### src/rtl/uart_peek_pkg.sv
// Shared state encoding and byte constants for the UART peek command sequencer.
// UART_PEEK_CSUM_EN adds the RX_CSUM state used when command/response checksums are enabled.
package uart_peek_pkg;

  typedef enum logic [2:0] {
    S_IDLE,
    S_RX_ADDR,
    S_RX_ID,
`ifdef UART_PEEK_CSUM_EN
    S_RX_CSUM,
`endif
    S_PEEK,
    S_RESP
  } state_t;

  localparam logic [7:0] OP_PEEK   = 8'h01;
  localparam logic [7:0] OP_PING   = 8'h02;

  localparam logic [7:0] RSP_OK    = 8'hA5;
  localparam logic [7:0] RSP_PING  = 8'h5A;
  localparam logic [7:0] RSP_BADOP = 8'hEE;
  localparam logic [7:0] RSP_BADID = 8'hE1;
  localparam logic [7:0] RSP_CSUM  = 8'hEC;

  localparam int RESP_MAX_LEN = 6;

endpackage

### src/rtl/uart_peek_tx_seq.sv
// Response streamer: latches a framed response on load and hands it byte by byte
// to the UART TX valid/ready interface; done marks the cycle of the last transfer.
module uart_peek_tx_seq
  import uart_peek_pkg::*;
(
  input  logic                          clk,
  input  logic                          rst,
  input  logic                          load,
  input  logic [RESP_MAX_LEN-1:0][7:0]  load_buf,
  input  logic [2:0]                    load_len,
  input  logic                          tx_ready,
  output logic [7:0]                    tx_data,
  output logic                          tx_valid,
  output logic                          done
);

  logic [RESP_MAX_LEN-1:0][7:0] resp_q;
  logic [2:0]                   len_q;
  logic [2:0]                   idx;

  assign done = tx_valid && tx_ready && (idx == len_q - 3'd1);

  // tx_data only advances on a completed transfer so the byte stays stable under backpressure.
  always_ff @(posedge clk) begin
    if (rst) begin
      resp_q   <= '0;
      len_q    <= '0;
      idx      <= '0;
      tx_data  <= '0;
      tx_valid <= 1'b0;
    end else if (load) begin
      resp_q   <= load_buf;
      len_q    <= load_len;
      idx      <= '0;
      tx_data  <= load_buf[0];
      tx_valid <= 1'b1;
    end else if (tx_valid && tx_ready) begin
      if (done) begin
        tx_valid <= 1'b0;
      end else begin
        idx     <= idx + 3'd1;
        tx_data <= resp_q[idx + 3'd1];
      end
    end
  end

endmodule

### src/rtl/uart_peek_ctrl.sv
// Parses host PEEK/PING frames from UART RX, issues NoC peek reads and streams framed replies.
// Define UART_PEEK_CSUM_EN to require/append XOR checksum bytes on commands and responses.
module uart_peek_ctrl
  import uart_peek_pkg::*;
#(
  parameter int N_CORES        = 9,
  parameter int TIMEOUT_CYCLES = 1000000,
  parameter int ID_W           = $clog2(N_CORES)
) (
  input  logic            clk,
  input  logic            rst,
  input  logic [7:0]      rx_data,
  input  logic            rx_valid,
  output logic [7:0]      tx_data,
  output logic            tx_valid,
  input  logic            tx_ready,
  output logic            peek_req,
  output logic [31:0]     peek_addr,
  output logic [ID_W-1:0] peek_id,
  input  logic            peek_ack,
  input  logic [31:0]     peek_rdata,
  output logic            busy,
  output logic            err_pulse
);

  localparam int GAP_W = $clog2(TIMEOUT_CYCLES + 1);

  state_t                       state;
  logic [1:0]                   byte_cnt;
  logic [GAP_W-1:0]             gap;
  logic                         in_rx;
  logic                         timed_out;
  logic                         rsp_load;
  logic [7:0]                   rsp_code;
  logic                         rsp_err;
  logic [RESP_MAX_LEN-1:0][7:0] rsp_buf;
  logic [2:0]                   rsp_len;
  logic                         rsp_done;
  logic                         start_peek;
  logic [7:0]                   id_cand;
`ifdef UART_PEEK_CSUM_EN
  logic [7:0]                   csum;
  logic [7:0]                   id_byte;
  logic [7:0]                   pend_code;
  logic [7:0]                   rsp_xor;
`endif

`ifdef UART_PEEK_CSUM_EN
  assign in_rx   = (state == S_RX_ADDR) || (state == S_RX_ID) || (state == S_RX_CSUM);
  assign id_cand = id_byte;
`else
  assign in_rx   = (state == S_RX_ADDR) || (state == S_RX_ID);
  assign id_cand = rx_data;
`endif
  assign timed_out = in_rx && !rx_valid && (gap == GAP_W'(TIMEOUT_CYCLES - 1));
  assign rsp_err   = (rsp_code == RSP_BADOP) || (rsp_code == RSP_BADID) || (rsp_code == RSP_CSUM);

  // Decide in the accepting cycle whether a response starts or a peek is launched.
  always_comb begin
    rsp_load   = 1'b0;
    rsp_code   = RSP_OK;
    start_peek = 1'b0;
    case (state)
`ifdef UART_PEEK_CSUM_EN
      S_RX_CSUM: if (rx_valid) begin
        if (rx_data != csum) begin
          rsp_load = 1'b1;
          rsp_code = RSP_CSUM;
        end else if (pend_code != RSP_OK) begin
          rsp_load = 1'b1;
          rsp_code = pend_code;
        end else if (32'(id_cand) >= N_CORES) begin
          rsp_load = 1'b1;
          rsp_code = RSP_BADID;
        end else begin
          start_peek = 1'b1;
        end
      end
`else
      S_IDLE: if (rx_valid && rx_data != OP_PEEK) begin
        rsp_load = 1'b1;
        rsp_code = (rx_data == OP_PING) ? RSP_PING : RSP_BADOP;
      end
      S_RX_ID: if (rx_valid) begin
        if (32'(id_cand) >= N_CORES) begin
          rsp_load = 1'b1;
          rsp_code = RSP_BADID;
        end else begin
          start_peek = 1'b1;
        end
      end
`endif
      S_PEEK: if (peek_ack) rsp_load = 1'b1;
      default: ;
    endcase
  end

  always_comb begin
    rsp_buf    = '0;
    rsp_buf[0] = rsp_code;
    rsp_len    = 3'd1;
    if (rsp_code == RSP_OK) begin
      rsp_buf[1] = peek_rdata[7:0];
      rsp_buf[2] = peek_rdata[15:8];
      rsp_buf[3] = peek_rdata[23:16];
      rsp_buf[4] = peek_rdata[31:24];
      rsp_len    = 3'd5;
    end
`ifdef UART_PEEK_CSUM_EN
    rsp_xor = '0;
    for (int i = 0; i < RESP_MAX_LEN; i++) rsp_xor = rsp_xor ^ rsp_buf[i];
    rsp_buf[rsp_len] = rsp_xor;
    rsp_len          = rsp_len + 3'd1;
`endif
  end

  // Main sequencer; an expired gap counter drops the partial frame without replying.
  always_ff @(posedge clk) begin
    if (rst) begin
      state     <= S_IDLE;
      byte_cnt  <= '0;
      gap       <= '0;
      busy      <= 1'b0;
      err_pulse <= 1'b0;
      peek_req  <= 1'b0;
      peek_addr <= '0;
      peek_id   <= '0;
`ifdef UART_PEEK_CSUM_EN
      csum      <= '0;
      id_byte   <= '0;
      pend_code <= '0;
`endif
    end else begin
      err_pulse <= rsp_load && rsp_err;
      gap       <= (!in_rx || rx_valid) ? '0 : gap + 1'b1;
      if (rsp_load) begin
        state    <= S_RESP;
        busy     <= 1'b1;
        peek_req <= 1'b0;
      end else if (start_peek) begin
        state    <= S_PEEK;
        busy     <= 1'b1;
        peek_req <= 1'b1;
        peek_id  <= id_cand[ID_W-1:0];
      end else if (timed_out) begin
        state     <= S_IDLE;
        busy      <= 1'b0;
        err_pulse <= 1'b1;
      end else begin
        case (state)
          S_IDLE: if (rx_valid) begin
            busy     <= 1'b1;
            byte_cnt <= '0;
`ifdef UART_PEEK_CSUM_EN
            csum      <= rx_data;
            pend_code <= (rx_data == OP_PEEK) ? RSP_OK :
                         (rx_data == OP_PING) ? RSP_PING : RSP_BADOP;
            state     <= (rx_data == OP_PEEK) ? S_RX_ADDR : S_RX_CSUM;
`else
            state    <= S_RX_ADDR;
`endif
          end
          S_RX_ADDR: if (rx_valid) begin
            peek_addr[{byte_cnt, 3'b000} +: 8] <= rx_data;
            byte_cnt <= byte_cnt + 2'd1;
            if (byte_cnt == 2'd3) state <= S_RX_ID;
`ifdef UART_PEEK_CSUM_EN
            csum <= csum ^ rx_data;
`endif
          end
`ifdef UART_PEEK_CSUM_EN
          S_RX_ID: if (rx_valid) begin
            id_byte <= rx_data;
            csum    <= csum ^ rx_data;
            state   <= S_RX_CSUM;
          end
`endif
          S_RESP: if (rsp_done) begin
            state <= S_IDLE;
            busy  <= 1'b0;
          end
          default: ;
        endcase
      end
    end
  end

  uart_peek_tx_seq u_tx_seq (
    .clk      (clk),
    .rst      (rst),
    .load     (rsp_load),
    .load_buf (rsp_buf),
    .load_len (rsp_len),
    .tx_ready (tx_ready),
    .tx_data  (tx_data),
    .tx_valid (tx_valid),
    .done     (rsp_done)
  );

endmodule

### config.mk
export PLATFORM = sky130hd
export DESIGN_NAME = uart_peek_ctrl
export DESIGN_NICKNAME = d
export VERILOG_FILES = /design/src/rtl/uart_peek_pkg.sv /design/src/rtl/uart_peek_tx_seq.sv /design/src/rtl/uart_peek_ctrl.sv
export SDC_FILE = /design/constraint.sdc
export NUM_CORES = 1
export LEC_CHECK = 0
export BUFFER_PORTS_ARGS = -buffer_cell sky130_fd_sc_hd__buf_4
export CAP_MARGIN = 20
export CORE_MARGIN = 2
export CORE_UTILIZATION = 50
export CTS_BUF_LIST = sky130_fd_sc_hd__clkbuf_8 sky130_fd_sc_hd__clkbuf_16
export CTS_CLUSTER_DIAMETER = 80
export DETAILED_ROUTE_END_ITERATION = 10
export GPL_TIMING_DRIVEN = 1
export PLACE_DENSITY = 0.73
export SYNTH_ARGS = -nofsm -noshare
export SYNTH_HDL_FRONTEND = slang
export SYNTH_SLANG_ARGS = --single-unit
export TNS_END_PERCENT = 5
### constraint.sdc
create_clock -name clk -period 6.1 [get_ports clk]
set_input_delay 0 -clock clk [delete_from_list [all_inputs] [get_ports clk]]
set_output_delay 0 -clock clk [all_outputs]
set_load 0.02 [all_outputs]
Yosys cells after proc, flatten, opt, wreduce, memory -nomap -nowiden
Index checks and enable logic that the tools add are counted.
W data, S select, Z words.
Operators by class
  mux-type cells: 43
  equal/unequal tests: 24
  bitwise operators: 4
  $lt $le $gt $ge: 2
  reduce and logical (&&, ||, !) cells: 30
  $add $sub $neg: 5
  shift-type cells: 2
Operators with widths (number)
  $mux W8: 6
  $bwmux W32: 1
  $eq A8 B8 Y1 const B: 4
  $mux W32: 1
  $shift A8 B7 Y32 const A: 1
  $shiftx A8 B7 Y32: 1
  $bmux W8 S3: 1
  $mux W3: 8
  $add A20 B1 Y20 const B: 1
  $eq A20 B20 Y1 const B: 1
  $mux W1: 17
  $pmux W8 S2: 1
  $ne A5 B5 Y1 const B: 3
  $reduce_and A5 Y1: 3
  $mux W7: 2
  $ne A4 B4 Y1 const B: 3
  $reduce_bool A5 Y1: 2
  $pmux W3 S3: 1
  $eq A8 B2 Y1 const B: 1
  $ge A8 B4 Y1 const B: 1
  $ne A8 B1 Y1 const B: 1
  $reduce_and A2 Y1: 4
  $neg A5 Y7: 1
  $eq A3 B2 Y1 const B: 2
  other kinds (25): 43
Storage, ports and cells
  bits in registers: 119

Logic depth before layout (Yosys ltp)
Gate-level depths: netlist (run 1).
  depth after elaboration: 11
  mapped depth: 8

Cells and area by module
A second synthesis (run 1) with hierarchy kept.
Second synthesis, totals
  cells, all modules: 655
  area total of the unflattened synthesis: 5941.9 µm²
Modules (own cells, without submodules)
  uart_peek_ctrl: area an instance 3155.5 µm², cells each 381, seq. area each 1281.2 µm², times used 1
  uart_peek_tx_seq: area an instance 2786.4 µm², cells each 274, seq. area each 1261.2 µm², times used 1

Least setup slack after synthesis (run 1)
No wires, ideal clock.
  path type: register to register
  start: reg u_tx_seq.idx[0]
  end: reg u_tx_seq.tx_data[4]
  data arrival time: 2.062 ns
  required time: 5.967 ns
  setup time: 0.133 ns
  stages on the path, launching flop included: 6
  clock period less this slack: 2.195 ns
  setup slack: 3.905 ns
  cell sequence: dfxtp_1 -> ha_1 -> buf_1 -> mux4_2 -> a221oi_1 -> o22ai_2
On the way
  cells in the longest elaborated chain, start to end: 6
  elaborated cells on any way between the ends: 10
  those cells by class: 1 x add/sub; 2 x eq/ne; 5 x mux; 2 x reduce/logical
RTL lines
  start, declared: RTL line uart_peek_tx_seq.sv:19  | logic [2:0] idx;
  start signal, assigned: RTL line uart_peek_tx_seq.sv:41  | idx <= idx + 3'd1;
  $add A3 B1 Y3: RTL line uart_peek_tx_seq.sv:42  | tx_data <= resp_q[idx + 3'd1];
  $bmux W8 S3: RTL line uart_peek_tx_seq.sv:42
  $mux W8 (not written as such): RTL line uart_peek_tx_seq.sv:42
  $mux W8: RTL line uart_peek_tx_seq.sv:38  | if (done) begin
  $mux W8: RTL line uart_peek_tx_seq.sv:37  | end else if (tx_valid && tx_ready) begin
  $mux W8: RTL line uart_peek_tx_seq.sv:31  | end else if (load) begin
  end signal, assigned: RTL line uart_peek_tx_seq.sv:35  | tx_data <= load_buf[0];
  end signal, assigned: RTL line uart_peek_tx_seq.sv:42
  end, declared: RTL line uart_peek_tx_seq.sv:12  | output logic [7:0] tx_data,
Parallel ways exist; a longest one is shown, timed or not. The select of a mux whose other input is x is not followed.
A chain may end at the register's enable or synchronous reset.

Worst setup path in the final report (run 1)
  start: reg u_tx_seq.idx[0]
  end: reg u_tx_seq.tx_data[5]
The elaborated chain is that of the path after synthesis.

==> flow_metrics.tcl, run 1 <==
set metrics [dict create \
    synth_top_family_by_area "simple AND/OR/NAND/NOR gates" \
    critical_path_peak_fanout 14 \
    tritoncts_num_sinks 116 \
    port_buffers 92 \
    ys.flop_type "dfxtp_1" \
    cp_top_family "flip-flops" \
    fp.dieArea_sq_um 10620 \
    ctsResizeCount 0 \
    overflow 0 \
    combinationalPowerShare 0.086 \
    crit_path_end_kind "register" \
    worst_clock_skew_ns 0.007651 \
    holdCritPathClass "in2reg" \
    slew_headroom 0.3683 \
    worstSetupStartpointType "register" \
    syn2layout_area_growth_pct 35.80 \
    insertion_delay_ns 0.52 \
    ys_async_sr_fraction 0 \
    viasPerCell 5.561 \
    filler_cell_count 738 \
    synthesis.instances 531 \
    synth.avg_cell_area_sq_um 9.241 \
    area_of_the_placeable_core_sq_um 9639 \
    clockRootBuffer "clkbuf_8" \
    ys.warnings.count 0 \
    grt_pass1_wl_um 20510 \
    layout-drive-gt1-share 0.2222 \
    max_stage_delay_ns 0.69 \
    finalWorstPathRequiredPeriod_ns 2.630 \
    worstSetupPathType "reg2reg" \
    status "complete, no violations" \
    switching_share 0.2254 \
    top_level_ports 93 \
    net_switching_power_w 0.0004448 \
    vias 4443 \
    initial_utilization 0.5091 \
    post-dp-hpwl_um 8090 \
    final-max-slew-violation-count 0 \
    crit_required_ns 6.47 \
    layout_worst_path_cycle_share 0.4311 \
    synth_cell_type_count 55 \
    cts_made_buffers 17 \
    final_tns_setup_ns 0 \
    finalWeightedCongestion 0.8243 \
    post_drt_wl_per_cell_um 16.39 \
    stdcell_count 799 \
    clkSlewWorstSetupHoldPaths_ns 0.06 \
    critical_path.cell_chain "ha_1, xor2_1, mux2i_1, o21ai_0, a211oi_1, o41ai_2" \
    mappedNetlistArea_sq_um 4907 \
    cts_tree "built" \
    most-common-layout-cells "dfxtp_1 (116), buf_4 (93), nand2_1 (60), a21oi_1 (48), nand3_1 (48)" \
    power.density_nw_per_um2 296.1 \
    crit_arrival_ns 3.00 \
    maximum_number_of_buffers_from_clock_root_to_sink 2 \
    synth-compound-area-share 0.1573 \
    sequential_share_of_the_synthesized_area 0.4732 \
    leakagePower_nw 2.597 \
    wl_um 13100 \
    num_antenna_cells 0 \
    layout_commonest_cell "dfxtp_1" \
    nets 707 \
    regToRegSetupSlack_ns 3.47 \
    die_y_um 103.1 \
    power.clock.fraction 0.514 \
    finish_stage_setup_viols 0 \
    power.share.sequential 0.401 \
    dr.pass1.iters 5 \
    clock_tree.htree_level_count 4 \
    drt_drc_violations_left 0 \
    row_count 36 \
    clock.fmax_mhz 380.3 \
    yosys-mux-area-fraction 0.04640 \
    antenna_found_initial 0 \
    rsz_0062_raised_after_global_routing "false" \
    report.final.hold_viol_count 0 \
    critical_path.slowest_cell "dfxtp_1" \
    synth-adder-area-share 0.02040 \
    ys_ff_latch 116 \
    synth_simple_gate_area_frac 0.2221 \
    worst_pin_slew_ns 0.9455 \
    minimum_setup_slack_in_the_final_design_ns 3.470 \
    dp_slack_ns 3.642 \
    irDropWorstVdd_uv 171.6 \
    drt.antenna.violating_nets 0 \
    synth_xor_xnor_area_share 0.04105 \
    first_iter_violations 257 \
    synth_edf_count 0 \
    grt_max_degree 61 \
    vias_in_the_first_global_route 4237 \
    placedCellCount 725 \
    hold_ws_ns 0.03872 \
    grt.total_usage 0.2492 \
    final_core_utilization 0.6913 \
    die_x_extent_um 103.1 \
    cp_num_buf_inv 0 \
    internal_power_w 0.001529 \
    syn_nets 584 \
    max_cap_viol_count 0 \
    post-cts-setup-buffers 0 \
]
-- layout make-up --
type / count / area (sq um) / share of cell area
well taps: 133 / 166.4 / 0.02497
multi-input cells: 373 / 2394 / 0.3592
flip-flops and latches: 116 / 2322 / 0.3485
clock inverters: 12 / 162.7 / 0.02441
inverters: 9 / 33.78 / 0.005069
repair buffers: 137 / 1144 / 0.1716
clock buffers: 19 / 441.7 / 0.06628
-- worst reg2reg max path: stages, from the launching register on --
cell and delay, ns:
dfxtp_1 0.69, ha_1 0.33, xor2_1 0.55, mux2i_1 0.32
o21ai_0 0.14, a211oi_1 0.34, o41ai_2 0.12
-- cells by family (layout without fill, tap and decap cells) --
| kind of cell | after synthesis | in the layout |
|---|---|---|
| AND/OR/NAND/NOR | 217 | 217 |
| flip-flops | 116 | 116 |
| AO/OA/AOI/OAI | 111 | 111 |
| buffers and inverters | 42 | 177 |
| XOR/XNOR | 23 | 23 |
| multiplexers | 14 | 14 |
| adder cells (fa/ha/maj) | 8 | 8 |
-- metrics by stage --
stage	total power, W	area, sq um
global route	0.002029	6664
detailed placement	0.0009492	5629
floorplan	0.0008911	4907
global placement	0.0009454	5614
CTS	0.001974	6664
finish	0.001973	6664
-- worst paths after layout --
kind	startpoint	endpoint	cells after the start
max	u_tx_seq.idx[0]	u_tx_seq.tx_data[5]	6
min	peek_ack	state[2]	5
max reg2reg	u_tx_seq.idx[0]	u_tx_seq.tx_data[5]	6
min reg2reg	peek_addr[21]	peek_addr[21]	2
-- sequential cells by signal, summed over array words and instances, names as in the netlist --
| register | count |
|---|---|
| gap | 20 |
| busy | 1 |
| peek_id | 4 |
| u_tx_seq.idx | 3 |
| state | 3 |
| u_tx_seq.tx_valid | 1 |
| peek_addr | 32 |
| u_tx_seq.resp_q | 38 |
| byte_cnt | 2 |
| peek_req | 1 |
| u_tx_seq.len_q | 2 |
| err_pulse | 1 |
| u_tx_seq.tx_data | 8 |
-- what timing repair did --
action / CTS / global route
hold buffers: 43 / 0
endpoints found under the hold margin: 75 / 0
endpoints found under the setup margin: 0 / 0
-- layer usage --
metal | vias to the layer above | GRT usage | routed length (um)
met5 | - | 0 | 0
met4 | 0 | 0.09008 | 231
li1 | 2155 | - | -
met1 | 2115 | 0.3195 | 5717
met3 | 24 | 0.07390 | 817
met2 | 149 | 0.4006 | 6333
-- cells in the mapped netlist, types with 2 or more instances --
master    count  share of area
dfxtp_1     116           0.47
nand2_1      60          0.046
a21oi_1      48          0.049
nand3_1      48          0.049
nor2_1       44          0.034
a22o_1       26          0.046
clkbuf_1     22          0.017
xnor2_1      15          0.027
nor3_1       10          0.010
inv_1         9         0.0069
ha_1          8          0.020
o21ai_0       8         0.0082
xor2_1        8          0.014
and3_1        7         0.0089
mux2i_1       7          0.014
mux4_2        7          0.032
nand4_1       7         0.0089
a22o_2        6          0.012
nor3b_1       6         0.0092
or3_1         6         0.0076
nor4_1        5         0.0064
buf_2         4         0.0041
buf_6         4         0.0092
nor2b_1       4         0.0051
a221oi_1      3         0.0054
and2_1        3         0.0038
nor4b_1       3         0.0054
a211oi_1      2         0.0031
a311oi_1      2         0.0036
and4_1        2         0.0036
buf_1         2         0.0015
o211ai_1      2         0.0031
o21a_1        2         0.0031
o21ai_1       2         0.0020
o21ai_2       2         0.0036
or2_2         2         0.0025
-- power groups by stage --
stage | Sequential [W] | Combinational [W] | Clock (W)
5_1_grt | 0.000792 | 0.000181 | 0.00106
6_report | 0.000791 | 0.000169 | 0.00101
3_3_place_gp | 0.000806 | 0.000140 | 0
4_1_cts | 0.000790 | 0.000166 | 0.00102
3_5_place_dp | 0.000806 | 0.000143 | 0
2_1_floorplan | 0.000810 | 0.0000807 | 0
Note: power is estimated with default switching activity, not from simulation.
==> inputs of run 2 (changes only) <==
==> constraint.sdc (replaced) <==
create_clock -name clk -period 2.6 [get_ports clk]
set_input_delay 0 -clock clk [delete_from_list [all_inputs] [get_ports clk]]
set_output_delay 0 -clock clk [all_outputs]
set_load 0.02 [all_outputs]
==> run 2 against run 1 <==
Critical path type unchanged. Sequential power up 130%. Via count rose by 1.8%. Global-route usage is 0.62 points higher. Final cell count grew 1.5%.
==> flow_metrics.tcl, run 2 (synthesized netlist as in run 1, its figures left out) <==
set metrics [dict create \
    hold_path.startpoint "peek_ack" \
    clkSlewWorstSetupHoldPaths_ns 0.06 \
    most_flops_register "u_tx_seq.resp_q" \
    hold_ws_ns 0.07410 \
    leakagePower_nw 2.617 \
    crit_required_ns 2.97 \
    use_met1 0.3194 \
    worst_pin_slew_ns 0.7219 \
    crit_path_end_kind "register" \
    holdCritPathClass "in2reg" \
    largest_register_ffs 38 \
    reg_top3 "u_tx_seq.resp_q: 38 flops, peek_addr: 32 flops, gap: 20 flops" \
    overflow 0 \
    cts_made_buffers 17 \
    vias 4522 \
    use_met2 0.4206 \
    groute.layer.met3.usage 0.07119 \
    die_x_extent_um 103.1 \
    rsz_0062_raised_after_global_routing "false" \
    minimum_setup_slack_in_the_final_design_ns 0.4481 \
    dp_slack_ns 0.5108 \
    insertion_delay_ns 0.52 \
    layout-drive-gt1-share 0.2389 \
    power.density_nw_per_um2 654.7 \
    syn2layout_area_growth_pct 36.36 \
    report.final.hold_viol_count 0 \
    max_stage_delay_ns 0.61 \
    viasPerCell 5.576 \
    finalWeightedCongestion 0.8327 \
    layout_worst_path_cycle_share 0.8276 \
    first_iter_violations 277 \
    grt.total_usage 0.2554 \
    worstSetupPathType "reg2reg" \
    finalWorstPathRequiredPeriod_ns 2.152 \
    critical_path.cell_chain "ha_1, mux4_2, nand2_1, nand4_1, o211ai_1, a21oi_1" \
    wl_um 13300 \
    crit_arrival_ns 2.52 \
    vias_in_the_first_global_route 4342 \
    num_antenna_cells 0 \
    nets 718 \
    critical_path_peak_fanout 9 \
    top_level_ports 93 \
    final_tns_setup_ns 0 \
    worst_clock_skew_ns 0.01520 \
    irDropWorstVdd_uv 410.6 \
    drt.antenna.violating_nets 0 \
    total_power_w 0.004381 \
    post_drt_wl_per_cell_um 16.40 \
    finish_stage_setup_viols 0 \
    layout_commonest_cell "dfxtp_1" \
    clockRootBuffer "clkbuf_8" \
    grt_max_degree 61 \
    status "complete, no violations" \
    port_buffers 92 \
    globalRoute.busiestLayer "met2" \
    clock_tree.htree_level_count 4 \
    row_count 36 \
    slew_headroom 0.5169 \
    tritoncts_num_sinks 116 \
    maximum_number_of_buffers_from_clock_root_to_sink 2 \
    area_of_the_placeable_core_sq_um 9639 \
    r2r_startpoint "u_tx_seq.idx[1]" \
    post-cts-setup-buffers 0 \
    final-max-slew-violation-count 0 \
    start_point_of_the_critical_path "u_tx_seq.idx[1]" \
    drt_drc_violations_left 0 \
    fp.dieArea_sq_um 10620 \
    final_core_utilization 0.6942 \
    antenna_found_initial 0 \
    die_y_um 103.1 \
    initial_utilization 0.5091 \
    cts_tree "built" \
    critical_path.slowest_cell "ha_1" \
    max_cap_viol_count 0 \
    worstSetupStartpointType "register" \
    post-dp-hpwl_um 8380 \
    grt_pass1_wl_um 20780 \
    most-common-layout-cells "dfxtp_1 (116), buf_4 (104), nand2_1 (60), a21oi_1 (48), nand3_1 (48)" \
    clock.fmax_mhz 464.7 \
    dr.pass1.iters 5 \
]
[run 2: cell types whose count changed in the layout (fill, tap and decap cells not counted), moves of 2 or more]
| cell | before | now |
|---|---|---|
| bufinv_16 | 4 | 0 |
| inv_1 | 11 | 9 |
| inv_6 | 0 | 6 |
| clkinv_2 | 4 | 2 |
| inv_8 | 0 | 2 |
| buf_4 | 93 | 104 |
[run 2: repair_timing]
action,4_1_cts,5_1_grt
hold buffers,43,0
resized for setup,0,0
endpoints found under the hold margin,77,0
[run 2: per-stage QoR]
| stage | instances | area, sq um |
|---|---|---|
| after floorplan | 531 | 4907 |
| after global placement | 736 | 5717 |
| after detailed placement | 736 | 5717 |
| after CTS | 811 | 6691 |
| after global routing | 811 | 6691 |
| final | 811 | 6691 |
[run 2: path summary, 6_finish.rpt]
path	to	slack (ns)	cells after the start
setup / recovery	u_tx_seq.tx_data[3]	0.45	6
setup reg to reg	u_tx_seq.tx_data[3]	0.45	6
hold reg to reg	peek_addr[17]	0.45	2
hold / removal	state[2]	0.07	5
[run 2: worst max-delay path, delay by kind of cell, from the launching register on]
family	cells	cell delay (ns)
AOI/OAI and AO/OA	2	0.29
adders and majority gates	1	0.61
DFF	1	0.33
muxes	1	0.59
and+or+nand+nor	2	0.19
[run 2: per-layer routing]
layer  vias to the layer above  part of all wire
li1                       2171                 -
met1                      2163              0.42
met5                         -                 0
met4                         0             0.020
met2                       167              0.49
met3                        21             0.074
[run 2: area by class of cell]
cell class              count  area, sq um
clock inverters            14        116.4
inverters                   9        33.78
multi-input cells         373         2394
well taps                 133        166.4
fillers                   760         2948
repair buffers            148         1231
clock buffers              18        427.9
flip-flops and latches    116         2322
[run 2: where the power goes]
| part | total (W) | switching, W | internal [W] |
|---|---|---|---|
| registers | 0.00185 | 0.0000356 | 0.00182 |
| logic | 0.000415 | 0.000217 | 0.000198 |
| clock network | 0.00211 | 0.000893 | 0.00122 |
| total | 0.00438 | 0.00115 | 0.00324 |
